File: config.mk
export PLATFORM = sky130hd
export DESIGN_NAME = seq_divider4
export DESIGN_NICKNAME = d
export VERILOG_FILES = /design/src/rtl/seq_divider_pkg.sv /design/src/rtl/seq_divider4_addsub_w.sv /design/src/rtl/seq_divider4.sv
export SDC_FILE = /design/constraint.sdc
export NUM_CORES = 1
export LEC_CHECK = 0
export BUFFER_PORTS_ARGS = -buffer_cell sky130_fd_sc_hd__buf_2
export CAP_MARGIN = 20
export CORE_MARGIN = 10
export CORE_UTILIZATION = 45
export CTS_BUF_LIST = sky130_fd_sc_hd__clkbuf_2 sky130_fd_sc_hd__clkbuf_4 sky130_fd_sc_hd__clkbuf_8
export DETAILED_ROUTE_END_ITERATION = 6
export PLACE_DENSITY_LB_ADDON = 0.1
export RECOVER_POWER = 100
export SLEW_MARGIN = 20
export SYNTH_ARGS = -nofsm -noshare
export SYNTH_HDL_FRONTEND = slang
export SYNTH_SLANG_ARGS = --single-unit
File: constraint.sdc
create_clock -name clk -period 1.92 [get_ports clk]
set_input_delay 0.096 -clock clk [delete_from_list [all_inputs] [get_ports clk]]
set_output_delay 0.096 -clock clk [all_outputs]
set_load 0.02 [all_outputs]
File: src/rtl/seq_divider_pkg.sv
// Shared types and defaults for the sequential restoring divider.
package seq_divider_pkg;

  // Controller states: waiting, iterating one quotient bit per clock, result pulse.
  typedef enum logic [1:0] {
    IDLE = 2'd0,
    RUN  = 2'd1,
    DONE = 2'd2
  } div_state_t;

  // Default operand width for the lab datapath.
  localparam int DIV_W_DEFAULT = 4;

endpackage : seq_divider_pkg

File: src/rtl/seq_divider4_addsub_w.sv
// Ripple add/subtract unit: sum = a + (b ^ {W{m}}) + m.
// With m=1 this is a - b, and cout=1 means no borrow (a >= b).
module addsub_w #(
  parameter int W = 5
) (
  input  logic [W-1:0] a,
  input  logic [W-1:0] b,
  input  logic         m,
  output logic [W-1:0] sum,
  output logic         cout
);

  logic [W-1:0] b_eff;
  logic [W:0]   total;

  // Conditionally invert b; m doubles as the carry-in that completes two's complement.
  always_comb begin
    b_eff = b ^ {W{m}};
    total = {1'b0, a} + {1'b0, b_eff} + {{W{1'b0}}, m};
  end

  assign sum  = total[W-1:0];
  assign cout = total[W];

endmodule : addsub_w

File: src/rtl/seq_divider4.sv
// Sequential unsigned restoring divider, one quotient bit per clock.
//
// Handshake: start is sampled only in IDLE or DONE; a sampled start captures
// dividend/divisor on that edge. busy is high exactly while iterating (RUN).
// done is a one-cycle pulse in DONE; quotient/remainder/div_zero are valid in
// that cycle and hold until the next DONE or reset. start while busy is ignored.
module seq_divider4
  import seq_divider_pkg::*;
#(
  parameter int W = DIV_W_DEFAULT
) (
  input  logic         clk,
  input  logic         reset,
  input  logic         start,
  input  logic [W-1:0] dividend,
  input  logic [W-1:0] divisor,
  output logic         busy,
  output logic         done,
  output logic [W-1:0] quotient,
  output logic [W-1:0] remainder,
  output logic         div_zero,
  output div_state_t   dbg_state
);

  localparam int CW = $clog2(W + 1);

  div_state_t    state_q, state_d;
  logic [CW-1:0] count_q, count_d;
  logic [W:0]    r_q, r_d;          // partial remainder
  logic [W-1:0]  q_q, q_d;          // dividend shifting out / quotient shifting in
  logic [W-1:0]  divisor_q, divisor_d;
  logic [W-1:0]  quot_q, quot_d;
  logic [W-1:0]  rem_q, rem_d;
  logic          dz_q, dz_d;

  // Restoring-step datapath.
  logic [W:0]    r_shift;
  logic [W-1:0]  q_shift;
  logic [W:0]    trial;
  logic          no_borrow;
  logic [W:0]    step_r;
  logic [W-1:0]  step_q;

  // The partial remainder stays below the divisor, so its top bit is always
  // zero and is dropped by the shift.
  logic          unused_r_msb;
  assign unused_r_msb = r_q[W];

  // {R,Q} << 1 with the dividend msb moving into the remainder lsb.
  always_comb begin
    r_shift = {r_q[W-1:0], q_q[W-1]};
    q_shift = {q_q[W-2:0], 1'b0};
  end

  addsub_w #(.W(W + 1)) u_addsub (
    .a    (r_shift),
    .b    ({1'b0, divisor_q}),
    .m    (1'b1),
    .sum  (trial),
    .cout (no_borrow)
  );

  // Keep the trial difference only when the subtraction did not borrow.
  always_comb begin
    step_r = no_borrow ? trial : r_shift;
    step_q = {q_shift[W-1:1], no_borrow};
  end

  // Next-state and datapath control.
  always_comb begin
    state_d   = state_q;
    count_d   = count_q;
    r_d       = r_q;
    q_d       = q_q;
    divisor_d = divisor_q;
    quot_d    = quot_q;
    rem_d     = rem_q;
    dz_d      = dz_q;

    case (state_q)
      IDLE, DONE: begin
        if (start) begin
          divisor_d = divisor;
          dz_d      = 1'b0;
          if (divisor == '0) begin
            // No iteration needed: report the saturated result immediately.
            state_d = DONE;
            count_d = '0;
            quot_d  = '1;
            rem_d   = dividend;
            dz_d    = 1'b1;
          end else begin
            state_d = RUN;
            count_d = CW'(W);
            r_d     = '0;
            q_d     = dividend;
          end
        end else begin
          state_d = IDLE;
        end
      end

      RUN: begin
        r_d     = step_r;
        q_d     = step_q;
        count_d = count_q - CW'(1);
        if (count_q == CW'(1)) begin
          // Last step: publish the finished result as DONE is entered.
          state_d = DONE;
          quot_d  = step_q;
          rem_d   = step_r[W-1:0];
        end
      end

      default: begin
        state_d = IDLE;
      end
    endcase
  end

  // State, iteration and result registers with synchronous reset.
  always_ff @(posedge clk) begin
    if (reset) begin
      state_q   <= IDLE;
      count_q   <= '0;
      r_q       <= '0;
      q_q       <= '0;
      divisor_q <= '0;
      quot_q    <= '0;
      rem_q     <= '0;
      dz_q      <= 1'b0;
    end else begin
      state_q   <= state_d;
      count_q   <= count_d;
      r_q       <= r_d;
      q_q       <= q_d;
      divisor_q <= divisor_d;
      quot_q    <= quot_d;
      rem_q     <= rem_d;
      dz_q      <= dz_d;
    end
  end

  assign busy      = (state_q == RUN);
  assign done      = (state_q == DONE);
  assign quotient  = quot_q;
  assign remainder = rem_q;
  assign div_zero  = dz_q;
  assign dbg_state = state_q;

endmodule : seq_divider4
==> parameters.txt, run 1 <==
Parameter                              Value

Outcome
  Run status ... finished, final reports clean

Drt
  Post-route DRC ... 0
  Number of nets with antenna violations after detailed routing ... 0
  Pre-Repair DR Iteration Count ... 4
  WL/cell ... 13.4 um
  Count of routing violations after the opening detailed-route iteration ... 71
  Via density per instance ... 5.25
  Total wire length ... 2.79 mm
  Total number of vias ... 1092

Logic synthesis
  Count of unique library cells instantiated by Yosys ... 31
  Share of synthesized cell area in full adder, half adder and majority cells ... 0.0775
  Cell type contributing the most total cell area after synthesis ... dfxtp_1
  Area of the mapped netlist ... 1230 um^2
  Top cells by instance count after synthesis ... dfxtp_1 (26), nor2_1 (26), nand2_1 (21), a21oi_1 (14), inv_1 (8)
  Mapped Cells ... 150
  XOR/XNOR share of the synthesized area ... 0.00714
  Sequential share of the synthesized area ... 0.424
  Post-synthesis compound-gate area fraction ... 0.178
  EDFF count, synth ... 0
  Area share of the largest cell type after synthesis ... 0.424
  Average footprint of a synthesized cell ... 8.18 um^2
  Most area-consuming cells after synthesis ... dfxtp_1 (42%), nor2_1 (8.0%), nand2_1 (6.4%)
  Async SR Flop Fraction ... 0
  Ys flop type ... dfxtp_1
  Mux contribution to synthesized area ... 0.0245
  Synth Warn # ... 0
  #FFs+latches synth ... 26
  Main combinational cell family by area after synthesis ... simple AND/OR/NAND/NOR gates
  Syn Nets ... 168
  Fraction of the mapped netlist area in simple logic gates ... 0.235

Setup path
  Largest stage delay on the critical path ... 0.53 ns
  Cell type group with the largest total delay on the critical path ... simple AND/OR/NAND/NOR gates
  FF-to-FF Start ... divisor_q[1]
  CP Capture Point ... remainder[3]
  Startpoint type of the worst setup path ... flop
  Critical path arrival ... 2.11 ns
  Start point of the critical path ... divisor_q[1]
  Buf+Inv Stages, Crit Path ... 1
  WP data required ... 2.16 ns
  Destination of the worst register-to-register timing path ... remainder[3]
  Ordered list of cells on the worst path ... inv_2 -> ha_4 -> nor2b_4 -> o31a_1 -> or4_4 -> a311oi_2
  Highest net fanout along the worst path ... 4
  Worst reg2reg setup slack ... 0.05 ns
  Crit end category ... flop
  Kind of critical path ... reg -> reg
  CP max-delay cell ... or4_4
  Worst reg-to-reg path cell count ... 6
  WP depth ... 6

Timing
  Post-Route Skew ... 0.00727 ns
  Worst slack on hold paths ... 0.0216 ns
  Final Critical Period ... 1.87 ns
  Tightest Pin Transition ... 0.667 ns
  Remaining max-slew budget at the tightest pin ... 0.554
  Number of endpoints with negative hold slack in the final report ... 0
  Achievable frequency ... 535 MHz
  Final Cycle Share ... 0.973
  Number of pins exceeding their max-slew limit in the final report ... 0
  Setup-violating endpoint count in the final report ... 0

Floorplanning
  Width of the die ... 72.2 um
  Count of boundary I/O pins ... 24
  Core Footprint ... 2540 um^2
  Initial cell density of the core ... 0.482
  Overall die area ... 5220 um^2
  Row count ... 18
  Height of the die ... 72.2 um

GRT
  Met3 global-route usage ... 0.0327
  Global-route wire length before repair ... 4.55 mm
  Congestion Overflow GR ... 0
  Met1 demand-to-capacity share in global routing ... 0.128
  Overall track demand over capacity in global routing ... 0.103
  Pin count of the biggest net entering global routing ... 27
  Initial antenna violation count ... 0
  Via count of the first global-routing pass ... 1073
  Most utilized layer in the global route result ... met2
  Met2 usage in global routing ... 0.161

Pwr
  Net switching power ... 0.370 mW
  Gate power share ... 0.243
  Worst ir drop on vdd ... 0.547 mV
  Proportion of total power due to net switching ... 0.286
  Relative contribution of the clock network to total power ... 0.288
  Relative contribution of sequential cells to total power ... 0.469
  Overall power of the completed layout ... 1.29 mW
  Power per unit of standard cell area ... 871 nW/um^2
  Total internal power ... 0.925 mW
  Leakage power ... 0.585 nW

CTS
  Clock transition at the registers of the reported paths ... 0.14 ns
  Bufs on Longest Clock Path ... 2
  Maximum level of the CTS H-tree ... 1
  Number of clock sinks ... 26
  CTS tree ... built
  Clock latency at the later pin of the worst-skew pair ... 0.32 ns
  Number of clock buffers inserted by TritonCTS ... 3
  Clk root buf ... clkbuf_4

Cells and area
  Antenna diode count ... 0
  Share of layout cells above drive strength 1 ... 0.185
  Final net count ... 197
  Signed area change from the synthesized netlist to the final layout ... 21.1%
  Area used by multi-input combinational logic ... 678 um^2
  Register Area ... 524 um^2
  Fill cells ... 250

Placed design
  Input/output buffers ... 23
  Routability congestion estimate ... 0.858
  Post-detailed-placement half-perimeter wirelength ... 2.06 mm

Flow run
  Maxcap violations ... 0

Hold path
  Path class of the lowest-slack min-delay path ... in -> reg
==> worst min-delay path by stage <==
stage | to | slack [ns] | cells after the start | from
2_1_floorplan | divisor_q[1] | 0.23 | 2 | divisor[1]
3_3_place_gp | divisor_q[3] | 0.36 | 3 | divisor[3]
3_5_place_dp | divisor_q[3] | 0.36 | 3 | divisor[3]
4_1_cts | divisor_q[3] | 0.006 | 3 | divisor[3]
5_1_grt | divisor_q[1] | 0.004 | 3 | divisor[1]
6_report | divisor_q[1] | 0.02 | 3 | divisor[1]
==> stage by stage <==
stage / TNS [ns] / util / setup slack [ns] / area [um^2] / instances
finish: 0 / 0.584 / 0.0525 / 1490 / 208
detailed placement: -0.000651 / 0.542 / -0.000651 / 1380 / 200
global placement: 0 / 0.542 / 0.0414 / 1380 / 200
floorplan: 0 / - / 0.0780 / 1230 / 150
CTS: 0 / 0.566 / 0.00320 / 1440 / 205
global route: -0.0122 / 0.584 / -0.0122 / 1490 / 208
==> flip-flops by register name (all words and copies together) (netlist names) <==
signal and cells:
count_q 3, dbg_state 2, div_zero 1, divisor_q 4
q_q 4, quotient 4, r_q 4, remainder 4
==> area by class of cell <==
type	count	share of cell area
clock buffers	3	0.0152
repair buffers	31	0.108
multi-input cells	108	0.456
well taps	30	0.0253
flip-flops and latches	26	0.353
inverters	9	0.0227
clock inverters	1	0.0202
==> worst min-delay path: cells and delay by family <==
family                 cells  cell delay [ns]
buffers and inverters      1             0.11
and+or+nand+nor            1             0.05
AOI/OAI and AO/OA          1             0.05
==> cell families after synthesis <==
group / Yosys count
xor gates and xnor gates: 1
DFF: 26
adders and majority gates: 7
and+or+nand+nor: 63
muxes: 3
AOI/OAI and AO/OA: 34
buffers and inverters: 16
==> power groups by stage <==
stage / Sequential (mW) / Clock (mW) / Combinational, mW
floorplan: 0.626 / 0 / 0.190
global placement: 0.614 / 0 / 0.277
detailed placement: 0.616 / 0 / 0.281
CTS: 0.604 / 0.387 / 0.291
global route: 0.614 / 0.416 / 0.352
finish: 0.608 / 0.373 / 0.314
==> cell usage in the layout, fill, tap and decap left out, types with 3 or more instances in the layout <==
cell | Yosys | final
nor2_1 | 26 | 27
dfxtp_1 | 26 | 23
nand2_1 | 21 | 21
a21oi_1 | 14 | 14
clkbuf_1 | 2 | 14
buf_2 | 1 | 9
inv_1 | 8 | 8
buf_4 | 1 | 7
nor3_1 | 4 | 4
a211oi_1 | 4 | 4
a311oi_1 | 4 | 4
ha_1 | 6 | 4
nand2b_1 | 3 | 3
o21ai_1 | 0 | 3
mux2i_1 | 3 | 3
clkbuf_4 | 0 | 3
dfxtp_2 | 0 | 3
==> routing by layer <==
metal  vias to the layer above  wire [um]
met5                         -          0
met2                        32       1160
li1                        567          -
met4                         0         38
met3                         6        177
met1                       487       1410
==> timing repair <==
item	4_1_cts	5_1_grt
endpoints found under the setup margin	1	7
setup buffers	1	2
gates resized for setup	1	11
endpoints found under the hold margin	0	1
pin swaps	2	7
hold buffers	0	1
Power figures use the tool's default switching activity.
==> inputs of run 2 (changes only) <==
--- a/config.mk
+++ b/config.mk
@@ -11,6 +11,7 @@
 export CORE_UTILIZATION = 45
 export CTS_BUF_LIST = sky130_fd_sc_hd__clkbuf_2 sky130_fd_sc_hd__clkbuf_4 sky130_fd_sc_hd__clkbuf_8
 export DETAILED_ROUTE_END_ITERATION = 6
+export GPL_TIMING_DRIVEN = 0
 export PLACE_DENSITY_LB_ADDON = 0.1
 export RECOVER_POWER = 100
 export SLEW_MARGIN = 20
==> run 2 against run 1 <==
Net effect:
- non-clock buffer count grew 5
- wire length grew 8.9%
- critical endpoint unchanged
- worst setup slack lost 0.0084 ns
- largest power group unchanged
- total power shrank 6.3%
- sequential share of layout area is essentially flat
- first-iteration DRC count grew 49%
==> parameters.txt, run 2 (synthesis gave the netlist of run 1 again) <==
Parameter                              Value

CTS
  Bufs on Longest Clock Path ... 2 (unchanged)
  Number of clock sinks ... 26 (unchanged)
  Maximum level of the CTS H-tree ... 1 (unchanged)
  CTS tree ... built (unchanged)
  Clock latency at the later pin of the worst-skew pair ... 0.33 ns (was 0.32 ns)
  Clk root buf ... clkbuf_4 (unchanged)
  Number of clock buffers inserted by TritonCTS ... 3 (unchanged)
  Clock transition at the registers of the reported paths ... 0.15 ns (was 0.14 ns)

Setup path
  Kind of critical path ... reg -> reg (unchanged)
  Highest net fanout along the worst path ... 4 (unchanged)
  Critical path arrival ... 2.14 ns (was 2.11 ns)
  WP data required ... 2.18 ns (was 2.16 ns)
  Startpoint type of the worst setup path ... flop (unchanged)
  Crit end category ... flop (unchanged)

Floorplanning
  Overall die area ... 5220 um^2 (unchanged)
  Row count ... 18 (unchanged)
  Width of the die ... 72.2 um (unchanged)
  Height of the die ... 72.2 um (unchanged)
  Core Footprint ... 2540 um^2 (unchanged)
  Count of boundary I/O pins ... 24 (unchanged)
  Initial cell density of the core ... 0.482 (unchanged)

Timing
  Achievable frequency ... 533 MHz (was 535 MHz)
  Number of endpoints with negative hold slack in the final report ... 0 (unchanged)
  Remaining max-slew budget at the tightest pin ... 0.598 (was 0.554)
  Setup-violating endpoint count in the final report ... 0 (unchanged)
  Number of pins exceeding their max-slew limit in the final report ... 0 (unchanged)
  Final Cycle Share ... 0.977 (was 0.973)
  Min setup slack post-route ... 0.0441 ns (was 0.0525 ns)
  Tightest Pin Transition ... 0.601 ns (was 0.667 ns)
  Final Critical Period ... 1.88 ns (was 1.87 ns)
  Post-Route Skew ... 0.00668 ns (was 0.00727 ns)
  Setup repair after global routing missed its margin ... true
  Worst slack on hold paths ... 0.0329 ns (was 0.0216 ns)

Drt
  Total wire length ... 3.03 mm (was 2.79 mm)
  Count of routing violations after the opening detailed-route iteration ... 106 (was 71)
  Via density per instance ... 5.36 (was 5.25)
  Pre-Repair DR Iteration Count ... 4 (unchanged)
  WL/cell ... 14.2 um (was 13.4 um)
  Number of nets with antenna violations after detailed routing ... 0 (unchanged)
  Total number of vias ... 1141 (was 1092)
  Post-route DRC ... 0 (unchanged)

Placed design
  Post-detailed-placement half-perimeter wirelength ... 2.21 mm (was 2.06 mm)
  Input/output buffers ... 22 (was 23)
  Placement-stage worst setup slack ... -0.0267 ns (was -0.000651 ns)
  Total cell area at the placement stage ... 1380 um^2 (about the same)
  Routability congestion estimate ... 0.793 (was 0.858)
  Number of placed cells counting well taps ... 202 (was 200)

Pwr
  Leakage power ... 0.583 nW (was 0.585 nW)
  Total internal power ... 0.831 mW (was 0.925 mW)
  Worst ir drop on vdd ... 0.542 mV (was 0.547 mV)
  Power per unit of standard cell area ... 808 nW/um^2 (was 871 nW/um^2)
  Relative contribution of sequential cells to total power ... 0.503 (was 0.469)
  Proportion of total power due to net switching ... 0.315 (was 0.286)
  Gate power share ... 0.262 (was 0.243)
  Relative contribution of the clock network to total power ... 0.234 (was 0.288)
  Net switching power ... 0.383 mW (was 0.370 mW)

Cells and area
  Final net count ... 202 (was 197)
  Final design utilization ... 0.590 (was 0.584)
  Number of standard cells in the layout, taps in and fillers out ... 213 (was 208)
  Antenna diode count ... 0 (unchanged)
  Most frequent cells in the layout ... nor2_1 (27), nand2_1 (21), dfxtp_1 (21), clkbuf_1 (16), a21oi_1 (14) (was nor2_1 (27), dfxtp_1 (23), nand2_1 (21), a21oi_1 (14), clkbuf_1 (14))
  Share of layout cells above drive strength 1 ... 0.191 (was 0.185)
  Post-layout instance area ... 1500 um^2 (was 1490 um^2)
  Leading cell type in the layout, fill and taps excluded ... nor2_1 (unchanged)
  Signed area change from the synthesized netlist to the final layout ... 22.4% (was 21.1%)

GRT
  Global-route wire length before repair ... 4.84 mm (was 4.55 mm)
  Via count of the first global-routing pass ... 1112 (was 1073)
  Overall track demand over capacity in global routing ... 0.113 (was 0.103)
  Pin count of the biggest net entering global routing ... 15 (was 27)
  Congestion Overflow GR ... 0 (unchanged)
  Initial antenna violation count ... 0 (unchanged)

Flow run
  Maxcap violations ... 0 (unchanged)

Hold path
  Path class of the lowest-slack min-delay path ... in -> reg (unchanged)

Outcome
  Run status ... finished, final reports clean (unchanged)
[run 2: changes by cell type in the layout (fill, tap and decap cells not counted), moves of 2 or more]
cell,change
dlygate4sd3_1,+3
clkbuf_1,+2
buf_1,+2
o21ai_1,-3
dfxtp_1,-2
o21ai_0,+2
buf_4,-3
[run 2: power groups by stage]
stage / clock network (mW) / registers [mW] / logic (mW)
3_5_place_dp: 0 / 0.619 / 0.274
3_3_place_gp: 0 / 0.616 / 0.269
4_1_cts: 0.288 / 0.608 / 0.289
6_report: 0.284 / 0.611 / 0.318
5_1_grt: 0.321 / 0.617 / 0.352
2_1_floorplan: 0 / 0.626 / 0.190
[run 2: worst paths after layout]
path	start	to	slack (ns)	cells after the start
setup / recovery	divisor_q[1]	remainder[3]	0.04	6
hold / removal	dividend[0]	remainder[0]	0.03	3
setup reg to reg	divisor_q[1]	remainder[3]	0.04	6
hold reg to reg	divisor_q[3]	divisor_q[3]	0.47	2
[run 2: critical path: stages (launching register included)]
cell,delay (ns)
dfxtp_2,0.35
inv_2,0.08
ha_4,0.19
nor2b_4,0.12
o31a_1,0.28
or4_4,0.54
a311oi_2,0.24
[run 2: per-layer routing]
layer  vias up  track usage  routed length [um]  share of wire
met3         4       0.0463                 252          0.083
met1       518        0.130                1390           0.46
li1        576            -                   -              -
met2        43        0.174                1360           0.45
met4         0       0.0602                  29         0.0096
met5         -            0                   0              0
[run 2: area by class of cell]
class                      instances  area, um^2
tap                               30        37.5
inverter                           9        33.8
buffer                             7        31.3
clock buffer                       4        36.3
sequential                        26         529
timing repair buffer              29         156
fill                             233        1040
multi-input combinational        108         678
[run 2: repair_timing]
action | 4_1_cts | 5_1_grt
hold buffers | 1 | 3
pin swaps | 5 | 6
buffers inserted | 1 | 2
resized for setup | 4 | 11
hold endpoints to repair | 1 | 3
setup endpoints to repair | 1 | 5
[run 2: per-stage QoR]
stage	total power [mW]	setup TNS, ns
after CTS	1.19	0
final	1.21	0
after global routing	1.29	-0.0344
after detailed placement	0.893	-0.0267
after floorplan	0.817	0
after global placement	0.886	0
